### src/rtl/keypad_sequencer.sv
// keypad_sequencer
// Front end of the calculator input path. Scans a 4x4 active-low matrix
// keypad one column at a time, debounces each press and release, encodes
// the key as 4*row+col and tracks the 2-bit entry state (A/OP/B/RES).
//
// Handshake: key_valid is a one-cycle valid strobe with no ready. While it
// is high, state/value carry a new accepted key. The consumer must capture
// the key in that cycle. state/value then hold until the next strobe.
module keypad_sequencer #(
  parameter int SCAN_DIV        = 4,
  parameter int DEBOUNCE_CYCLES = 16
) (
  input  logic       clk,
  input  logic       rst_n,
  input  logic [3:0] row,
  output logic [3:0] col,
  output logic       key_valid,
  output logic [1:0] state,
  output logic [3:0] value
);

  localparam int DIV_W = (SCAN_DIV > 2) ? $clog2(SCAN_DIV) : 1;
  localparam int DEB_W = $clog2(DEBOUNCE_CYCLES + 1);

  localparam logic [DIV_W-1:0] DIV_LAST = DIV_W'(SCAN_DIV - 1);
  localparam logic [DEB_W-1:0] DEB_LAST = DEB_W'(DEBOUNCE_CYCLES - 1);
  localparam logic [DEB_W-1:0] DEB_MAX  = DEB_W'(DEBOUNCE_CYCLES);

  // Scan FSM encoding
  localparam logic [1:0] ST_SCAN     = 2'd0;
  localparam logic [1:0] ST_DEBOUNCE = 2'd1;
  localparam logic [1:0] ST_EMIT     = 2'd2;
  localparam logic [1:0] ST_RELEASE  = 2'd3;

  // Entry state encoding, as reported on the state output
  localparam logic [1:0] ENT_A   = 2'b00;
  localparam logic [1:0] ENT_OP  = 2'b01;
  localparam logic [1:0] ENT_B   = 2'b10;
  localparam logic [1:0] ENT_RES = 2'b11;

  logic [3:0]       row_meta;
  logic [3:0]       row_sync;
  logic [1:0]       fsm;
  logic [DIV_W-1:0] div_cnt;
  logic [DEB_W-1:0] deb_cnt;
  logic [1:0]       col_idx;
  logic [1:0]       row_idx;
  logic [1:0]       entry;
  logic [1:0]       entry_next;
  logic [1:0]       low_idx;
  logic [3:0]       key_code;
  logic             any_low;
  logic             all_high;
  logic             latched_high;
  logic             scan_sample;
  logic             go_emit;
  logic             key_digit;
  logic             key_equals;

  // Exactly one column is driven low; the column is held outside SCAN so the
  // latched key stays visible on its row while debouncing and releasing.
  assign col = ~(4'b0001 << col_idx);

  assign any_low      = ~&row_sync;
  assign all_high     = &row_sync;
  assign latched_high = row_sync[row_idx];
  assign scan_sample  = (fsm == ST_SCAN) && (div_cnt == DIV_LAST);
  assign go_emit      = (fsm == ST_DEBOUNCE) && !latched_high && (deb_cnt == DEB_LAST);
  assign key_code     = {row_idx, col_idx};
  assign key_digit    = (key_code < 4'd10);
  assign key_equals   = (key_code == 4'hF);

  // Two-flop synchroniser for the asynchronous, pulled-up row inputs
  always_ff @(posedge clk or negedge rst_n) begin
    if (!rst_n) begin
      row_meta <= 4'hF;
      row_sync <= 4'hF;
    end else begin
      row_meta <= row;
      row_sync <= row_meta;
    end
  end

  // Lowest-index low row wins when several keys share the scanned column
  always_comb begin
    low_idx = 2'd0;
    for (int i = 3; i >= 0; i--) begin
      if (!row_sync[i]) low_idx = 2'(i);
    end
  end

  // Entry state transition for the key being emitted
  always_comb begin
    entry_next = entry;
    case (entry)
      ENT_A: begin
        if (key_digit || key_equals) entry_next = ENT_A;
        else                         entry_next = ENT_OP;
      end
      ENT_OP: begin
        if (key_digit) entry_next = ENT_B;
        else           entry_next = ENT_OP;
      end
      ENT_B: begin
        if (key_equals) entry_next = ENT_RES;
        else            entry_next = ENT_B;
      end
      default: begin
        if (key_digit || key_equals) entry_next = ENT_A;
        else                         entry_next = ENT_OP;
      end
    endcase
  end

  // Scan / debounce / emit / release sequencing with its counters
  always_ff @(posedge clk or negedge rst_n) begin
    if (!rst_n) begin
      fsm     <= ST_SCAN;
      div_cnt <= '0;
      deb_cnt <= '0;
      col_idx <= 2'd0;
      row_idx <= 2'd0;
    end else begin
      case (fsm)
        ST_SCAN: begin
          if (scan_sample) begin
            div_cnt <= '0;
            if (any_low) begin
              row_idx <= low_idx;
              deb_cnt <= '0;
              fsm     <= ST_DEBOUNCE;
            end else begin
              col_idx <= col_idx + 2'd1;
            end
          end else begin
            div_cnt <= div_cnt + DIV_W'(1);
          end
        end
        ST_DEBOUNCE: begin
          if (latched_high) begin
            // Glitch: rescan the same column from the start of its period
            deb_cnt <= '0;
            div_cnt <= '0;
            fsm     <= ST_SCAN;
          end else if (deb_cnt == DEB_LAST) begin
            deb_cnt <= '0;
            fsm     <= ST_EMIT;
          end else if (deb_cnt != DEB_MAX) begin
            deb_cnt <= deb_cnt + DEB_W'(1);
          end
        end
        ST_EMIT: begin
          deb_cnt <= '0;
          fsm     <= ST_RELEASE;
        end
        default: begin
          // Any low row (the held key or a second one) restarts the count,
          // so nothing new is accepted until the whole pad is released.
          if (!all_high) begin
            deb_cnt <= '0;
          end else if (deb_cnt == DEB_LAST) begin
            deb_cnt <= '0;
            div_cnt <= '0;
            col_idx <= col_idx + 2'd1;
            fsm     <= ST_SCAN;
          end else if (deb_cnt != DEB_MAX) begin
            deb_cnt <= deb_cnt + DEB_W'(1);
          end
        end
      endcase
    end
  end

  // Registered key outputs: loaded on entry to EMIT, strobe high only in EMIT
  always_ff @(posedge clk or negedge rst_n) begin
    if (!rst_n) begin
      key_valid <= 1'b0;
      state     <= 2'b00;
      value     <= 4'h0;
    end else begin
      key_valid <= go_emit;
      if (go_emit) begin
        state <= entry;
        value <= key_code;
      end
    end
  end

  // Entry state advances on the edge that ends the EMIT cycle
  always_ff @(posedge clk or negedge rst_n) begin
    if (!rst_n) begin
      entry <= ENT_A;
    end else if (fsm == ST_EMIT) begin
      entry <= entry_next;
    end
  end

endmodule

### config.mk
export PLATFORM = sky130hd
export DESIGN_NAME = keypad_sequencer
export DESIGN_NICKNAME = d
export VERILOG_FILES = /design/src/rtl/keypad_sequencer.sv
export SDC_FILE = /design/constraint.sdc
export NUM_CORES = 1
export LEC_CHECK = 0
export CORE_MARGIN = 5
export CORE_UTILIZATION = 50
export DETAILED_ROUTE_END_ITERATION = 10
export GPL_ROUTABILITY_DRIVEN = 0
export GPL_TIMING_DRIVEN = 0
export PLACE_DENSITY = 0.75
export SETUP_SLACK_MARGIN = 0.1
export SYNTH_ARGS = -nofsm -noshare
export SYNTH_HDL_FRONTEND = slang
export SYNTH_SLANG_ARGS = --single-unit
### constraint.sdc
create_clock -name clk -period 1.8 [get_ports clk]
set_input_delay 0.18 -clock clk [delete_from_list [all_inputs] [get_ports clk]]
set_output_delay 0.18 -clock clk [all_outputs]
set_load 0.05 [all_outputs]
==> summary.md, run 1 <==
| Metric | Value |
|---|---|
| Status | finished clean |
| FF+latch count, synth | 30 |
| Post-Route WL | 3300 um |
| GRT Resource Usage Total | 17.3% |
| Fin. Hold Viols | 0 |
| Largest net degree at the start of global routing | 31 |
| Remaining antenna violation count | 0 |
| Post-DP HPWL | 2170 um |
| Top-count cell post-synth | dfrtp_1 |
| CTS buffer count | 5 |
| Fin nets | 199 |
| Pleak | 1.05 nW |
| Final min period | 1730 ps |
| Post-place setup slack | -232 ps |
| Reg2Reg Depth | 6 |
| Yosys synthesis warning count | 0 |
| CTS sink cnt | 30 |
| Die area | 0.00440 mm2 |
| CTS clk-pin slew, worst paths | 100 ps |
| Die X | 66.3 um |
| Worst vdd ir | 0.000662 V |
| Worst min path class | primary input to flop |
| Crit Path Class | flop to flop |
| Worst Setup EP | value[1] |
| Initial DRC Count | 14 |
| Met1 usage | 19.3% |
| Vias in the first global route | 1214 |
| Final Power | 2.33 mW |
| Worst EP required | 2040 ps |
| Via Count | 1152 |
| Fillers | 227 |
| Max-cap viol count | 0 |
| Die Ht | 66.3 um |
| Unrepaired setup endpoints after global routing | yes |
| Top-area cell type share of the netlist area | 34.7% |
| Initial antenna violation count | 0 |
| FP Rows | 20 |
| RR Endpoint | value[1] |
| PD cells | 1120 mW/mm2 |
| Grt met3 use | 5.44% |
| Grt ovf | 0 |
| Wire length per cell | 14.8 um |
| H-tree levels | 2 |
| Async SR Flop Fraction | 100% |
| Synth-to-Final Area Change | 31.8% |
| CTS tree | done |
| Average vias per placed instance | 5.17 |
| CP startpoint | fsm[1] |
| Initial Util | 51.9% |
| CTS root buf | clkbuf_4 |
| Setup tns final | 0 ps |
| Dominant synthesized flop cell | dfrtp_1 |
| Post-Syn Nets | 164 |
| Synth top area cells | dfrtp_1 (35%), dfstp_2 (13%), ha_1 (12%), mux2_2 (5.7%), inv_1 (4.5%) |
| CP Launch Type | flop |
| Core footprint | 0.00305 mm2 |
| Critical Path AT | 1970 ps |
| R2r startpoint | fsm[1] |
| Tcrit/Tclk final | 96.3% |
| Synthesized area | 0.00159 mm2 |
| First-pass DRT Iterations | 4 |
| First-pass GRT wire length | 5570 um |
| Non-filler cells, final | 223 |
| IO Count | 17 |
| Avg Synthesized Cell Area | 11.1 um2 |
| Post-Syn Instances | 143 |
| Reg2Reg Setup Slack | 70 ps |
| Antenna Cells | 0 |
| Synth area leader | dfrtp_1 |
| Remaining routing DRC violations | 0 |
| GR peak layer | met2 |
| Hold Slack | 242 ps |
| Slew Limit Headroom | 56.7% |
| Final setup vio count | 0 |
| Placed Cells | 203 |
| I/O Buffers | 16 |
| M2 GR Usage | 28.9% |
| Share of cells above drive strength 1 | 37.4% |
| Worst Slack Setup Final | 66.3 ps |
| Max-slew violations | 0 |
| Max Clk Rate | 577 MHz |
| Worst slew pin tran | 649 ps |
| Clock Skew | 12.5 ps |
| Max Root-Sink Buffers | 2 |
| Synth top cells by count | dfrtp_1 (22), inv_1 (19), ha_1 (15), nor2_1 (9) |
| Crit end category | flop |
| Sequential area share after synthesis | 48.0% |
| Distinct cells, synth | 42 |
| Number of synthesized flops with an enable pin | 0 |
| Critical-path maximum fanout | 8 |
| Clk_lat worst skew | 340 ps |
## routing by layer
layer  vias to the layer above  part of all wire [%]
li1                        568                     -
met5                         -                     0
met1                       549                    42
met2                        26                    52
met3                         9                   4.0
met4                         0                   2.8
## cell families (layout without fill, tap and decap cells)
| logic type | Yosys count | after routing | share of synthesized area (%) |
|---|---|---|---|
| mux | 9 | 9 | 6.31 |
| buf+inv | 21 | 57 | 5.84 |
| compound gates | 33 | 33 | 14.9 |
| flops | 30 | 30 | 48.0 |
| xor+xnor | 4 | 4 | 2.21 |
| simple gates | 31 | 31 | 10.9 |
| fa+ha+maj | 15 | 15 | 11.8 |
## how the worst min path moves through the flow
stage,from,to,cells past startpoint
after floorplan,rst_n,col_idx[0],0
after global placement,row_meta[3],row_sync[3],0
after detailed placement,row_meta[0],row_sync[0],0
after CTS,row[1],row_meta[1],1
after global routing,row[2],row_meta[2],1
final,row[1],row_meta[1],1
## stage by stage
stage / utilization, % / instance area, um2
3_5_place_dp: 59.2 / 1810
6_report: 68.4 / 2090
3_3_place_gp: 59.2 / 1810
5_1_grt: 68.4 / 2090
2_1_floorplan: - / 1590
4_1_cts: 66.1 / 2020
## worst max-delay path, cell delays in order, from the launching register on
cell,delay (ps)
dfrtp_2,420
inv_2,90
ha_4,140
or2b_4,280
o22ai_4,290
nand2_4,130
mux2_2,290
## layout by cell type, fill, tap and decap left out, drive strengths merged, types with 3 or more instances in the layout
cell type,n
dlymetal6s2s,6
clkdlybuf4s50,4
buf,15
nor2,9
a211oi,6
o21ai,7
mux2,8
dfstp,8
nand2b,3
a21oi,5
clkbuf,8
inv,19
nand2,7
dfrtp,22
ha,15
## flip-flops by register name, summed over array words and instances, names as in the netlist
name and flops:
entry 2, row_idx 2, fsm 2, deb_cnt 5, div_cnt 2, value 4
row_sync 4, state 2, row_meta 4, col_idx 2, key_valid 1
## repair_timing
action	CTS	global route
endpoints found under the hold margin	0	22
pin swaps	5	12
setup buffers	9	2
setup endpoints to repair	22	26
hold buffers	0	1
gates resized for setup	28	23
## area by class of cell
| class | instances | area (um2) | area share [%] |
|---|---|---|---|
| buffer | 2 | 25.0 | 1.20 |
| timing repair buffer | 28 | 248 | 11.9 |
| tap | 44 | 55.1 | 2.63 |
| multi-input combinational | 92 | 862 | 41.3 |
| inverter | 19 | 71.3 | 3.41 |
| clock inverter | 2 | 12.5 | 0.599 |
| sequential | 30 | 764 | 36.6 |
| clock buffer | 6 | 51.3 | 2.46 |
## power by group
part	internal, mW	switching, mW	total, mW
clock network	0.187	0.245	0.432
registers	0.785	0.111	0.896
logic	0.462	0.540	1.00
total	1.43	0.895	2.33
Note: power is estimated with default switching activity, not from simulation.
==> inputs of run 2 (changes only) <==
--- a/config.mk
+++ b/config.mk
@@ -6,10 +6,12 @@
 export NUM_CORES = 1
 export LEC_CHECK = 0
+export ABC_AREA = 1
 export CORE_MARGIN = 5
 export CORE_UTILIZATION = 50
+export CTS_CLUSTER_DIAMETER = 80
 export DETAILED_ROUTE_END_ITERATION = 10
 export GPL_ROUTABILITY_DRIVEN = 0
 export GPL_TIMING_DRIVEN = 0
-export PLACE_DENSITY = 0.75
+export PLACE_DENSITY = 0.74
 export SETUP_SLACK_MARGIN = 0.1
 export SYNTH_ARGS = -nofsm -noshare
==> constraint.sdc (replaced) <==
create_clock -name clk -period 1.8 [get_ports clk]
set_input_delay 0.18 -clock clk [delete_from_list [all_inputs] [get_ports clk]]
set_output_delay 0.18 -clock clk [all_outputs]
set_load 0.01 [all_outputs]
==> run 2 against run 1 <==
Against the previous run: sequential share of layout area fell by 0.64 points; power increased by 25%; cell area grew 1.4%; utilization fell by 0.14 points; synthesized cell count rose by 31%; cell count is 22% higher; clock power increased by 27%; critical path type unchanged; worst hold slack got worse by 11 ps; flip-flop and latch count is the same; critical endpoint is now fsm[1]; routed wire length is 1.1% lower; global-route usage decreased by 0.74 points.
==> summary.md, run 2 <==
| Metric | Value |
|---|---|
| Logic pwr share | 49.6% |
| Average vias per placed instance | 4.93 |
| Dominant synthesized flop cell | dfrtp_1 |
| Status | finished clean |
| Max Clk Rate | 595 MHz |
| Fin. Hold Viols | 0 |
| Clk pwr share | 18.8% |
| Metal2 WL | 1710 um |
| Non-filler cells, final | 271 |
| Commonest cells after routing, fill and taps aside | nand2_1 (40), inv_1 (23), dfrtp_1 (21) |
| Synth top area cells | dfrtp_1 (33%), dfstp_2 (13%), ha_1 (11%), nand2_1 (9.5%), inv_1 (6.1%) |
| Slew Limit Headroom | 57.7% |
| Max-slew violations | 0 |
| Critical Path AT | 1930 ps |
| First-pass DRT Iterations | 4 |
| Final setup vio count | 0 |
| Grt ovf | 0 |
| Setup tns final | 0 ps |
| CTS buffer count | 5 |
| CP dominant cell by count | nand2_1 |
| Share of cells above drive strength 1 | 30.8% |
| Initial antenna violation count | 0 |
| Initial DRC Count | 60 |
| Clock Skew | 11.1 ps |
| Remaining antenna violation count | 0 |
| CP cell instances | inv_2 -> ha_1 -> buf_6 -> inv_2 -> nor2_4 -> a21oi_4 -> nand2_2 -> nor2_2 -> nand2_1 -> nand2_1 -> nand2_1 |
| Worst Setup EP | fsm[1] |
| Crit Path Class | flop to flop |
| Remaining routing DRC violations | 0 |
| GRT Resource Usage Total | 16.5% |
| Worst vdd ir | 0.000810 V |
| Die Ht | 67.5 um |
| IO Count | 17 |
| Die area | 0.00456 mm2 |
| Reg2Reg Setup Slack | 120 ps |
| Post-route cell area | 0.00212 mm2 |
| H-tree levels | 2 |
| Hold Slack | 231 ps |
| CTS tree | done |
| PD cells | 1370 mW/mm2 |
| Switching Fraction | 41.4% |
| Via Count | 1336 |
| Avg Synthesized Cell Area | 8.80 um2 |
| R2r startpoint | fsm[0] |
| Worst min path class | primary input to flop |
| Max-cap viol count | 0 |
| CTS sink cnt | 30 |
| Synthesized area | 0.00166 mm2 |
| Pleak | 1.02 nW |
| Top-area cell type share of the netlist area | 33.3% |
| First-pass GRT wire length | 5600 um |
| DR WL met3 | 124 um |
| Slowest stage delay, CP | 430 ps |
| CP startpoint | fsm[0] |
| Worst EP required | 2050 ps |
| Max FFs per register | 5 |
| Slowest-stage cell, CP | dfrtp_1 |
| Die X | 67.5 um |
| Crit path buf inv count | 3 |
| Levels on crit path | 11 |
| Reg2Reg Depth | 11 |
| Placed Cells | 248 |
| Tcrit/Tclk final | 93.3% |
| Synth top cells by count | nand2_1 (42), inv_1 (27), dfrtp_1 (22), ha_1 (15), nand3_1 (13) |
| Fin nets | 247 |
| Synth-to-Final Area Change | 28.0% |
| Wire length per cell | 12.0 um |
| Critical-path maximum fanout | 8 |
| Post-Syn Nets | 209 |
| Yosys synthesis warning count | 0 |
| FF+latch count, synth | 30 |
| Async SR Flop Fraction | 100% |
| I/O Buffers | 16 |
| Post-DP HPWL | 2320 um |
| Vias in the first global route | 1282 |
| Largest net degree at the start of global routing | 31 |
| Synth area leader | dfrtp_1 |
| Max Root-Sink Buffers | 2 |
| Crit end category | flop |
| Unrepaired setup endpoints after global routing | yes |
| Metal-1 WL | 1340 um |
| Post-Syn Instances | 188 |
| Commonest non-fill, non-tap cell in the layout | nand2_1 |
| P_int | 1.71 mW |
| Dpl cell area | 0.00187 mm2 |
| Worst slew pin tran | 635 ps |
| CTS root buf | clkbuf_4 |
| Core footprint | 0.00310 mm2 |
| Sequential area share after synthesis | 46.0% |
| Post-Route WL | 3260 um |
| Worst hold path startpoint | row[3] |
| Seq pwr share | 31.6% |
| FP Rows | 20 |
| RR Endpoint | fsm[1] |
| Antenna Cells | 0 |
| Number of synthesized flops with an enable pin | 0 |
| CP Launch Type | flop |
| Distinct cells, synth | 26 |
| Top reg by flops | deb_cnt |
| Final min period | 1680 ps |
| Worst path top cell family by delay | simple AND/OR/NAND/NOR gates |
| Top-count cell post-synth | nand2_1 |
| CTS clk-pin slew, worst paths | 110 ps |
| Initial Util | 53.3% |
| Psw | 1.21 mW |
| Clk_lat worst skew | 340 ps |
| Top routing layer in use | met4 |
run 2: layout make-up:
cell class,instances,area [um2]
Timing Repair Buffer,31,270
Multi-Input combinational cell,127,818
Buffer,2,22.5
Clock buffer,5,37.5
Fill cell,271,983
Clock inverter,3,45.0
Tap cell,44,55.1
Sequential cell,30,762
Inverter,29,109
run 2: power groups by stage:
stage	clock [mW]	sequential, mW	combinational (mW)
floorplan	0	0.915	0.855
global placement	0	0.930	1.09
detailed placement	0	0.944	1.14
CTS	0.557	0.913	1.27
global route	0.589	0.937	1.63
finish	0.547	0.919	1.44
run 2: metal layers:
layer / up-vias / global-route usage, %
met3: 9 / 3.99
met4: 0 / 6.84
li1: 679 / -
met5: - / 0
met1: 627 / 18.6
met2: 21 / 29.5
run 2: per-stage QoR:
stage,worst slack (ps),power [mW],utilization [%]
final,120,2.91,68.3
after global routing,16.2,3.15,68.3
after CTS,89.8,2.74,64.9
after detailed placement,-17.8,2.09,60.3
after global placement,60.7,2.02,60.3
after floorplan,221,1.77,-
run 2: cell families after synthesis:
kind of cell    after synthesis  synth area share, %
flops                        30                 46.0
buf+inv                      31                 7.71
simple gates                 84                 23.6
compound gates               26                 10.4
fa+ha+maj                    15                 11.3
xor+xnor                      2                 1.06
run 2: repair_timing:
action | 4_1_cts | 5_1_grt
hold endpoints to repair | 0 | 22
pin swaps | 2 | 3
setup endpoints to repair | 10 | 12
hold buffers | 0 | 1
buffers inserted | 7 | 7
gates resized for setup | 10 | 17
run 2: worst min path at each step:
stage / endpoint / slack [ps] / cells after the start
4_1_cts: row_meta[3] / 230 / 1
2_1_floorplan: col_idx[0] / -120 / 0
5_1_grt: row_meta[3] / 210 / 1
6_report: row_meta[3] / 230 / 1
3_5_place_dp: row_sync[2] / 350 / 0
3_3_place_gp: row_sync[0] / 350 / 0
==> inputs of run 3 (changes only) <==
- CORE_UTILIZATION: 50 -> 56
- DONT_BUFFER_PORTS: default -> 1
- SLEW_MARGIN: default -> 40
==> run 3 against run 2 <==
Against the previous run: routed wire length grew 0.49%; cell area shrank 8.2%; maximum frequency grew 1.4%; cell count shrank 10%; count of clock-buffer cells in the layout grew 1.
==> summary.md, run 3 (synthesized netlist as in run 2, its figures left out) <==
| Metric | Value |
|---|---|
| Die area | 0.00414 mm2 |
| Clk_lat worst skew | 330 ps |
| Worst Slack Setup Final | 143 ps |
| Share of cells above drive strength 1 | 28.3% |
| Area of the multi-input gates | 805 um2 |
| Worst min path class | primary input to asynchronous set/reset pin |
| Critical-path maximum fanout | 3 |
| Die Ht | 64.4 um |
| Clock Skew | 11.1 ps |
| Max FFs per register | 5 |
| Vias in the first global route | 1302 |
| Initial Util | 59.0% |
| Fillers | 207 |
| Remaining antenna violation count | 0 |
| CP Launch Type | flop |
| First-pass GRT wire length | 5620 um |
| CTS tree | done |
| GRT Resource Usage Total | 17.6% |
| Commonest non-fill, non-tap cell in the layout | nand2_1 |
| Die X | 64.4 um |
| Grt ovf | 0 |
| Fin nets | 232 |
| FP Rows | 19 |
| GR peak layer | met2 |
| Post-DP HPWL | 2210 um |
| Synth-to-Final Area Change | 17.5% |
| Wire length per cell | 13.5 um |
| Remaining routing DRC violations | 0 |
| Status | finished clean |
| Max Root-Sink Buffers | 2 |
| IO Count | 17 |
| Post-place setup slack | -21.5 ps |
| Sequential Area | 762 um2 |
| Crit end category | flop |
| I/O Buffers | 0 |
| Worst slew pin tran | 353 ps |
| Initial antenna violation count | 0 |
| Slew Limit Headroom | 76.3% |
| Final min period | 1660 ps |
| Via Count | 1298 |
| Worst vdd ir | 0.000691 V |
| CTS root buf | clkbuf_4 |
| Commonest cells after routing, fill and taps aside | nand2_1 (42), inv_1 (25), dfrtp_1 (21) |
| PD cells | 1380 mW/mm2 |
| Setup tns final | 0 ps |
| H-tree levels | 2 |
| Hold Slack | 276 ps |
| Unrepaired setup endpoints after global routing | yes |
| Core footprint | 0.00281 mm2 |
| Average vias per placed instance | 5.34 |
| CTS clk-pin slew, worst paths | 100 ps |
| M2 GR Usage | 30.2% |
| Fin. Hold Viols | 0 |
| Max-cap viol count | 0 |
| Crit Path Class | flop to flop |
| Max Clk Rate | 604 MHz |
| First-pass DRT Iterations | 4 |
| CTS sink cnt | 30 |
| Final setup vio count | 0 |
| Initial DRC Count | 63 |
| Tcrit/Tclk final | 92.0% |
| Critical Path AT | 1930 ps |
| Worst EP required | 2070 ps |
| Largest net degree at the start of global routing | 31 |
| Grt met3 use | 7.01% |
| Max-slew violations | 0 |
| Pleak | 0.963 nW |
| CTS buffer count | 5 |
| Antenna Cells | 0 |
| Met1 usage | 20.2% |
| Top reg by flops | deb_cnt |
| Post-Route WL | 3280 um |
==> run 3: cell types whose count changed in the layout (fill, tap and decap cells not counted), moves of 2 or more <==
cell             change
buf_4                -3
inv_2                -2
nand2_2              -2
dlygate4sd2_1        -3
nand2_1              +2
dlygate4sd3_1        +4
clkdlybuf4s50_1     -11
inv_1                +2
==> run 3: where the power goes <==
group | leakage [nW] | internal [mW] | switching (mW)
registers | 0.378 | 0.810 | 0.119
logic | 0.551 | 0.518 | 0.816
clock network | 0.0343 | 0.187 | 0.239
total | 0.963 | 1.52 | 1.17
==> run 3: worst max-delay path, cell delays in order, from the launching register on <==
cell	delay, ps
dfrtp_1	380
ha_2	190
inv_2	50
nor3_4	160
ha_2	240
nor2_2	60
a21oi_2	110
nand2_1	100
nor2_2	130
nand3_1	110
nand2_1	70
==> run 3: worst paths after layout <==
check / start / endpoint / slack [ps] / cells after the start
worst max-delay path: deb_cnt[0] / div_cnt[1] / 140 / 10
worst min-delay path: rst_n / state[1] / 280 / 2
worst max register to register: deb_cnt[0] / div_cnt[1] / 140 / 10
worst min register to register: row_meta[3] / row_sync[3] / 360 / 0
max in group asynchronous: rst_n / row_sync[1] / 1270 / 2
min in group clk: row_meta[3] / row_sync[3] / 360 / 0
==> run 3: layer usage <==
layer / share of wire [%] / vias to the layer above / wire length [um]
li1: - / 642 / -
met1: 44 / 623 / 1440
met2: 51 / 27 / 1660
met3: 3.4 / 6 / 113
met4: 2.0 / 0 / 65
met5: 0 / - / 0
==> run 3: per-stage QoR <==
stage / power [mW] / utilization [%] / instance area (um2) / cells
floorplan: 1.77 / - / 1660 / 188
global placement: 1.92 / 60.4 / 1690 / 219
detailed placement: 1.99 / 60.4 / 1690 / 219
CTS: 2.53 / 66.6 / 1870 / 237
global route: 2.92 / 69.4 / 1950 / 243
finish: 2.69 / 69.4 / 1950 / 243
==> run 3: final cells by class <==
| cell class | count | share of cell area, % |
|---|---|---|
| multi-input cells | 127 | 41.4 |
| well taps | 31 | 1.99 |
| repair buffers | 16 | 7.46 |
| flip-flops and latches | 30 | 39.2 |
| plain buffers | 2 | 1.16 |
| clock inverters | 2 | 0.643 |
| clock buffers | 6 | 2.64 |
| inverters | 29 | 5.59 |
==> run 3: repair_timing <==
item | 4_1_cts | 5_1_grt
hold endpoints to repair | 34 | 0
setup buffers | 4 | 6
setup endpoints to repair | 7 | 11
pin swaps | 0 | 4
hold buffers | 6 | 0
gates resized for setup | 3 | 12
